### config.mk
export PLATFORM = sky130hd
export DESIGN_NAME = mousetrap_inject_arbiter
export DESIGN_NICKNAME = d
export VERILOG_FILES = /design/src/rtl/mousetrap_pkg.sv /design/src/rtl/rr_arbiter.sv /design/src/rtl/mousetrap_inject_arbiter.sv
export SDC_FILE = /design/constraint.sdc
export NUM_CORES = 1
export LEC_CHECK = 0
export ABC_AREA = 1
export ABC_CLOCK_PERIOD_IN_PS = 2100
export BUFFER_PORTS_ARGS = -buffer_cell sky130_fd_sc_hd__buf_2
export CORE_MARGIN = 2
export CORE_UTILIZATION = 44
export CTS_CLUSTER_DIAMETER = 60
export DETAILED_ROUTE_END_ITERATION = 6
export MAX_ROUTING_LAYER = met4
export PLACE_DENSITY = 0.79
export SLEW_MARGIN = 10
export SYNTH_ARGS = -nofsm -noshare
export SYNTH_HDL_FRONTEND = slang
export SYNTH_SLANG_ARGS = --single-unit
### constraint.sdc
create_clock -name Clock -period 2.1 [get_ports Clock]
set_input_delay 0.21 -clock Clock [delete_from_list [all_inputs] [get_ports Clock]]
set_output_delay 0.21 -clock Clock [all_outputs]
set_load 0.1 [all_outputs]
### src/rtl/mousetrap_pkg.sv
`timescale 1ns/1ps
// -----------------------------------------------------------------------------
// mousetrap_pkg
//   Shared definitions for the MouseTrap injection arbiter:
//   - state_e        : injection FSM states (fixed legacy encoding)
//   - SYNC_STAGES_DEF: default depth of the OutAck synchronizer
//   - flit_at()      : extract flit idx from a packed, zero-extended ReqData bus
// -----------------------------------------------------------------------------
package mousetrap_pkg;

    typedef enum logic [1:0] {
        ST_IDLE   = 2'd0,
        ST_LAUNCH = 2'd1,
        ST_WAIT   = 2'd2
    } state_e;

    localparam int unsigned SYNC_STAGES_DEF = 2;

    // Upper bounds for the flit helper; callers zero-extend their bus to
    // FLIT_BUS_MAX bits and truncate the result to their own flit width.
    localparam int unsigned MAX_REQ        = 8;
    localparam int unsigned MAX_DATA_WIDTH = 256;
    localparam int unsigned FLIT_BUS_MAX   = MAX_REQ * MAX_DATA_WIDTH;

    function automatic logic [MAX_DATA_WIDTH-1:0] flit_at(
        input logic [FLIT_BUS_MAX-1:0] bus,
        input int unsigned             idx,
        input int unsigned             width
    );
        logic [FLIT_BUS_MAX-1:0] shifted;
        shifted = bus >> (idx * width);
        return shifted[MAX_DATA_WIDTH-1:0];
    endfunction

endpackage

### src/rtl/rr_arbiter.sv
`timescale 1ns/1ps
// -----------------------------------------------------------------------------
// rr_arbiter
//   Combinational round-robin arbiter. The search starts at ptr_i and wraps
//   modulo NUM_REQ; the first requesting index wins. The pointer register
//   lives in the instantiating module.
//   req_i   : request vector
//   ptr_i   : index where the search starts
//   grant_o : one-hot grant (all zero when no request)
//   any_o   : at least one request present
// -----------------------------------------------------------------------------
module rr_arbiter #(
    parameter  int unsigned NUM_REQ = 4,
    localparam int unsigned PTR_W   = $clog2(NUM_REQ)
) (
    input  logic [NUM_REQ-1:0] req_i,
    input  logic [PTR_W-1:0]   ptr_i,
    output logic [NUM_REQ-1:0] grant_o,
    output logic               any_o
);

    always_comb begin
        logic             found;
        logic [PTR_W-1:0] idx;
        grant_o = '0;
        found   = 1'b0;
        idx     = '0;
        for (int unsigned k = 0; k < NUM_REQ; k++) begin
            idx = PTR_W'((32'(ptr_i) + k) % NUM_REQ);
            if (!found && req_i[idx]) begin
                grant_o[idx] = 1'b1;
                found        = 1'b1;
            end
        end
    end

    assign any_o = |req_i;

endmodule

### src/rtl/mousetrap_inject_arbiter.sv
`timescale 1ns/1ps
// -----------------------------------------------------------------------------
// mousetrap_inject_arbiter
//   Shares one MouseTrap pipeline input channel among NUM_REQ clocked
//   requesters. Round-robin grant, registered flit, 2-phase OutReq/OutAck
//   handshake toward the first latch stage.
//   Clock    : sole clock
//   Reset    : async active-high, same net as the pipeline latch clear
//   ReqValid : per-requester flit pending (held until accepted)
//   ReqData  : packed flits, flit i at [i*DATA_WIDTH +: DATA_WIDTH]
//   ReqReady : one-hot, one-cycle accept pulse
//   OutData  : bundled data to pipeline stage 0 (registered)
//   OutReq   : 2-phase request, toggles once per flit (registered)
//   OutAck   : 2-phase ack from stage 0, asynchronous to Clock
//   Busy     : transfer in flight (state != IDLE)
//   ProtoErr : sticky, ack phase changed with no outstanding request
// -----------------------------------------------------------------------------
module mousetrap_inject_arbiter
    import mousetrap_pkg::*;
#(
    parameter int unsigned NUM_REQ     = 4,
    parameter int unsigned DATA_WIDTH  = 32,
    parameter int unsigned SYNC_STAGES = SYNC_STAGES_DEF
) (
    input  logic                          Clock,
    input  logic                          Reset,
    input  logic [NUM_REQ-1:0]            ReqValid,
    input  logic [NUM_REQ*DATA_WIDTH-1:0] ReqData,
    output logic [NUM_REQ-1:0]            ReqReady,
    output logic [DATA_WIDTH-1:0]         OutData,
    output logic                          OutReq,
    input  logic                          OutAck,
    output logic                          Busy,
    output logic                          ProtoErr
);

    localparam int unsigned PTR_W = $clog2(NUM_REQ);

    state_e                  state_q, state_d;
    logic [PTR_W-1:0]        ptr_q, ptr_d;
    logic [NUM_REQ-1:0]      ready_q, ready_d;
    logic [DATA_WIDTH-1:0]   data_q, data_d;
    logic                    req_q, req_d;
    logic                    err_q, err_d;

    (* ASYNC_REG = "TRUE" *) logic [SYNC_STAGES-1:0] ack_sync_q;

    logic                    ack_sync;
    logic                    ack_edge;
    logic [NUM_REQ-1:0]      grant;
    logic                    any_req;
    logic [PTR_W-1:0]        win_idx;

    rr_arbiter #(
        .NUM_REQ (NUM_REQ)
    ) u_rr_arbiter (
        .req_i   (ReqValid),
        .ptr_i   (ptr_q),
        .grant_o (grant),
        .any_o   (any_req)
    );

    // OutAck synchronizer; cleared together with the pipeline latches.
    always_ff @(posedge Clock or posedge Reset) begin
        if (Reset) begin
            ack_sync_q <= '0;
        end else begin
            ack_sync_q <= {ack_sync_q[SYNC_STAGES-2:0], OutAck};
        end
    end

    assign ack_sync = ack_sync_q[SYNC_STAGES-1];
    // AckSync will change on the coming edge; flagging it now makes ProtoErr
    // rise on the same edge that AckSync itself changes.
    assign ack_edge = ack_sync_q[SYNC_STAGES-1] ^ ack_sync_q[SYNC_STAGES-2];

    always_comb begin
        win_idx = '0;
        for (int unsigned i = 0; i < NUM_REQ; i++) begin
            if (grant[i]) win_idx = PTR_W'(i);
        end
    end

    always_comb begin
        state_d = state_q;
        ptr_d   = ptr_q;
        ready_d = '0;
        data_d  = data_q;
        req_d   = req_q;
        err_d   = err_q | (ack_edge && (state_q != ST_WAIT));
        unique case (state_q)
            ST_IDLE: begin
                if (any_req) begin
                    ready_d = grant;
                    data_d  = DATA_WIDTH'(flit_at(FLIT_BUS_MAX'(ReqData),
                                                  32'(win_idx), DATA_WIDTH));
                    ptr_d   = (win_idx == PTR_W'(NUM_REQ - 1)) ? '0
                                                               : win_idx + PTR_W'(1);
                    state_d = ST_LAUNCH;
                end
            end
            ST_LAUNCH: begin
                // Data has been on OutData for a full cycle before this toggle.
                req_d   = ~req_q;
                state_d = ST_WAIT;
            end
            ST_WAIT: begin
                if (ack_sync == req_q) state_d = ST_IDLE;
            end
            default: state_d = ST_IDLE;
        endcase
    end

    always_ff @(posedge Clock or posedge Reset) begin
        if (Reset) begin
            state_q <= ST_IDLE;
            ptr_q   <= '0;
            ready_q <= '0;
            data_q  <= '0;
            req_q   <= 1'b0;
            err_q   <= 1'b0;
        end else begin
            state_q <= state_d;
            ptr_q   <= ptr_d;
            ready_q <= ready_d;
            data_q  <= data_d;
            req_q   <= req_d;
            err_q   <= err_d;
        end
    end

    assign ReqReady = ready_q;
    assign OutData  = data_q;
    assign OutReq   = req_q;
    assign Busy     = (state_q != ST_IDLE);
    assign ProtoErr = err_q;

endmodule

==> results.json <==
{
  "critical_path_class": "register to register",
  "numPortBuffers": 173,
  "grtUsageTotal_pct": 25.4,
  "synthToLayoutAreaGrowth_pct": 38.5,
  "clk_pin_slew_ns": 0.08,
  "period_minus_slack_ns": 2.15,
  "synth_seq_area_share_pct": 28.7,
  "ios": 174,
  "setup_slack_ns": -0.0544,
  "wl_per_cell_um": 12.7,
  "grt_pass1_wl_um": 19300,
  "syn_inst": 664,
  "crit_path_start_kind": "register",
  "critPathRequiredTime_ns": 2.29,
  "synth-seq-cells": 44,
  "skew_ns": 0.00568,
  "r2r_end": "OutData[26]$_DFFE_PP0P_",
  "crit-reg2reg-launch": "ptr_q[0]$_DFFE_PP0P_",
  "drive_gt1_share_pct": 33.2,
  "avgSynthCellArea_um2": 5.78,
  "min-delay-start": "OutAck",
  "die_h_um": 97.4,
  "num_vias": 4520,
  "grt_max_degree": 58,
  "synth_top_cell_by_area": "dfrtp_1",
  "cts_max_level": 2,
  "drc": 0,
  "max_slew.worst_pin.slew_ns": 0.578,
  "violations": "setup timing",
  "synth_top_area_share_pct": 28.7,
  "synth_area_um2": 3840,
  "fin_crit_sh_pct": 103,
  "rr_worst_depth": 18,
  "rows": 34,
  "rrSetupSlack_ns": -0.05,
  "use_met3_pct": 2.95,
  "outcome": "finished with violations",
  "maxCapViolCount": 0,
  "hp-class": "input port to register",
  "core-area_um2": 8590,
  "grt-ovfl-total": 0,
  "firstDrtPassIters": 6,
  "finalNetCount": 991,
  "cts_sinks": 44,
  "die_area_um2": 9490,
  "clock_latency_ns": 0.30,
  "finalHoldViolations": 0,
  "dp_slack_ns": -0.111,
  "dr.first_iter.drc_count": 177,
  "synth.top_cells.by_area": "dfrtp_1 29%, nand2_1 25%, inv_1 13%",
  "initial_utilization_pct": 44.7,
  "worstHoldEndpoint": "ack_sync_q[0]$_DFF_PP0_",
  "worstPathMaxFanout": 12,
  "cts_buffers": 5,
  "slew_headroom_pct": 61.4,
  "crit_path_end_kind": "register",
  "max_freq_mhz": 464,
  "yosys_warnings": 0,
  "top_usage_layer": "met2",
  "worstPathArrival_ns": 2.35,
  "antenna_cells": 0,
  "fp.dieW_um": 97.4,
  "viasPerCell": 4.72,
  "hold_depth": 1,
  "final_cell_mix": "239 x nand2_1, 173 x buf_2, 125 x inv_1, 98 x nor2_1, 43 x dfrtp_1",
  "clockBufferDepth": 2,
  "cts-root-buf": "clkbuf_8",
  "layout_commonest_cell": "nand2_1",
  "slew_viol_final": 0,
  "grt_pass1_vias": 4108,
  "routed_wl_um": 12100,
  "place_congestion": 0.940,
  "detail-route-antenna-nets": 0,
  "rsz0062_at_grt": "true",
  "antenna_found_initial": 0,
  "dp_hpwl_um": 8700,
  "use_met1_pct": 33.3,
  "synth.distinct_cells": 30,
  "synth_nets": 805,
  "met2_usage_pct": 42.7,
  "final-setup-viol-count": 15,
  "cts_tree": "done"
}
logic make-up after synthesis:
group / Yosys count / share of synthesized area (%)
simple gates: 431 / 48.4
fa+ha+maj: 6 / 1.95
flops: 44 / 28.7
xor+xnor: 2 / 0.456
buf+inv: 164 / 18.1
compound gates: 17 / 2.41
worst max path at each step:
stage,from,to,slack [ns],cells after the start
6_report,ptr_q[0]$_DFFE_PP0P_,OutData[26]$_DFFE_PP0P_,-0.05,18
5_1_grt,ptr_q[0]$_DFFE_PP0P_,OutData[16]$_DFFE_PP0P_,-0.18,16
4_1_cts,ptr_q[0]$_DFFE_PP0P_,OutData[8]$_DFFE_PP0P_,0.0006,16
3_5_place_dp,ptr_q[0]$_DFFE_PP0P_,OutData[8]$_DFFE_PP0P_,-0.11,16
3_3_place_gp,ptr_q[0]$_DFFE_PP0P_,OutData[8]$_DFFE_PP0P_,-0.06,16
2_1_floorplan,ptr_q[1]$_DFFE_PP0P_,OutData[23]$_DFFE_PP0P_,0.02,16
per-layer routing:
layer	up-vias	share of wire (%)
met3	18	7.5
met5	-	0
met4	0	1.4
met1	1985	43
met2	216	48
li1	2301	-
layout make-up:
class / count / area, um^2
Clock inverter: 1 / 5.00
Timing Repair Buffer: 204 / 1230
Sequential cell: 44 / 1100
Fill cell: 825 / 3270
Tap cell: 108 / 135
Multi-Input combinational cell: 460 / 2250
Inverter: 135 / 527
Clock buffer: 6 / 72.6
sequential cells by signal (all words and copies together), names as in the netlist:
| name | cells |
|---|---|
| OutData | 32 |
| ReqReady | 4 |
| ack_sync_q | 2 |
| ptr_q | 2 |
| state_q | 2 |
| OutReq | 1 |
| ProtoErr | 1 |
cells in the mapped netlist (all sizes together):
| cell type | n |
|---|---|
| nand4 | 11 |
| nand3 | 41 |
| a21oi | 11 |
| o21bai | 1 |
| clkbuf | 6 |
| ha | 6 |
| buf | 23 |
| inv | 132 |
| a41oi | 1 |
| a31oi | 1 |
| o21ai | 3 |
| nand2 | 274 |
| clkinv | 3 |
| nor2 | 103 |
| nor4 | 1 |
| dfrtp | 44 |
| xnor2 | 2 |
| or2 | 1 |
through the flow:
stage | instance area [um^2] | util (%) | cells | hold slack [ns] | setup TNS [ns]
2_1_floorplan | 3860 | - | 664 | 0.241 | 0
3_3_place_gp | 4940 | 57.5 | 942 | 0.306 | -0.565
3_5_place_dp | 4940 | 57.5 | 942 | 0.312 | -1.77
4_1_cts | 5170 | 60.2 | 955 | 0.0148 | 0
5_1_grt | 5320 | 61.9 | 958 | 0.0159 | -4.76
6_report | 5320 | 61.9 | 958 | 0.0153 | -0.303
critical path, stage by stage, from the launching register on:
cell and delay [ns]:
dfrtp_2 0.44, inv_4 0.08, ha_4 0.22, inv_4 0.07, nand3_2 0.06, nand2_2 0.08, nand2_4 0.06, nor2_4 0.17
nand2_2 0.09, nand3_4 0.13, buf_6 0.15, buf_12 0.13, nand2_1 0.05, inv_1 0.05, nor2_1 0.03, nand2_1 0.09
nand2_1 0.06, nand2_1 0.05, nand2_1 0.05
repair_timing:
action,in CTS,in global routing
gates cloned,3,1
setup endpoints to repair,32,34
endpoints found under the hold margin,23,0
buffers inserted,2,2
hold buffers,1,0
pin swaps,9,15
gates resized for setup,23,35
Power is not shown: default switching activity piles up to over one toggle a cycle in this logic, so the estimate is an artifact.
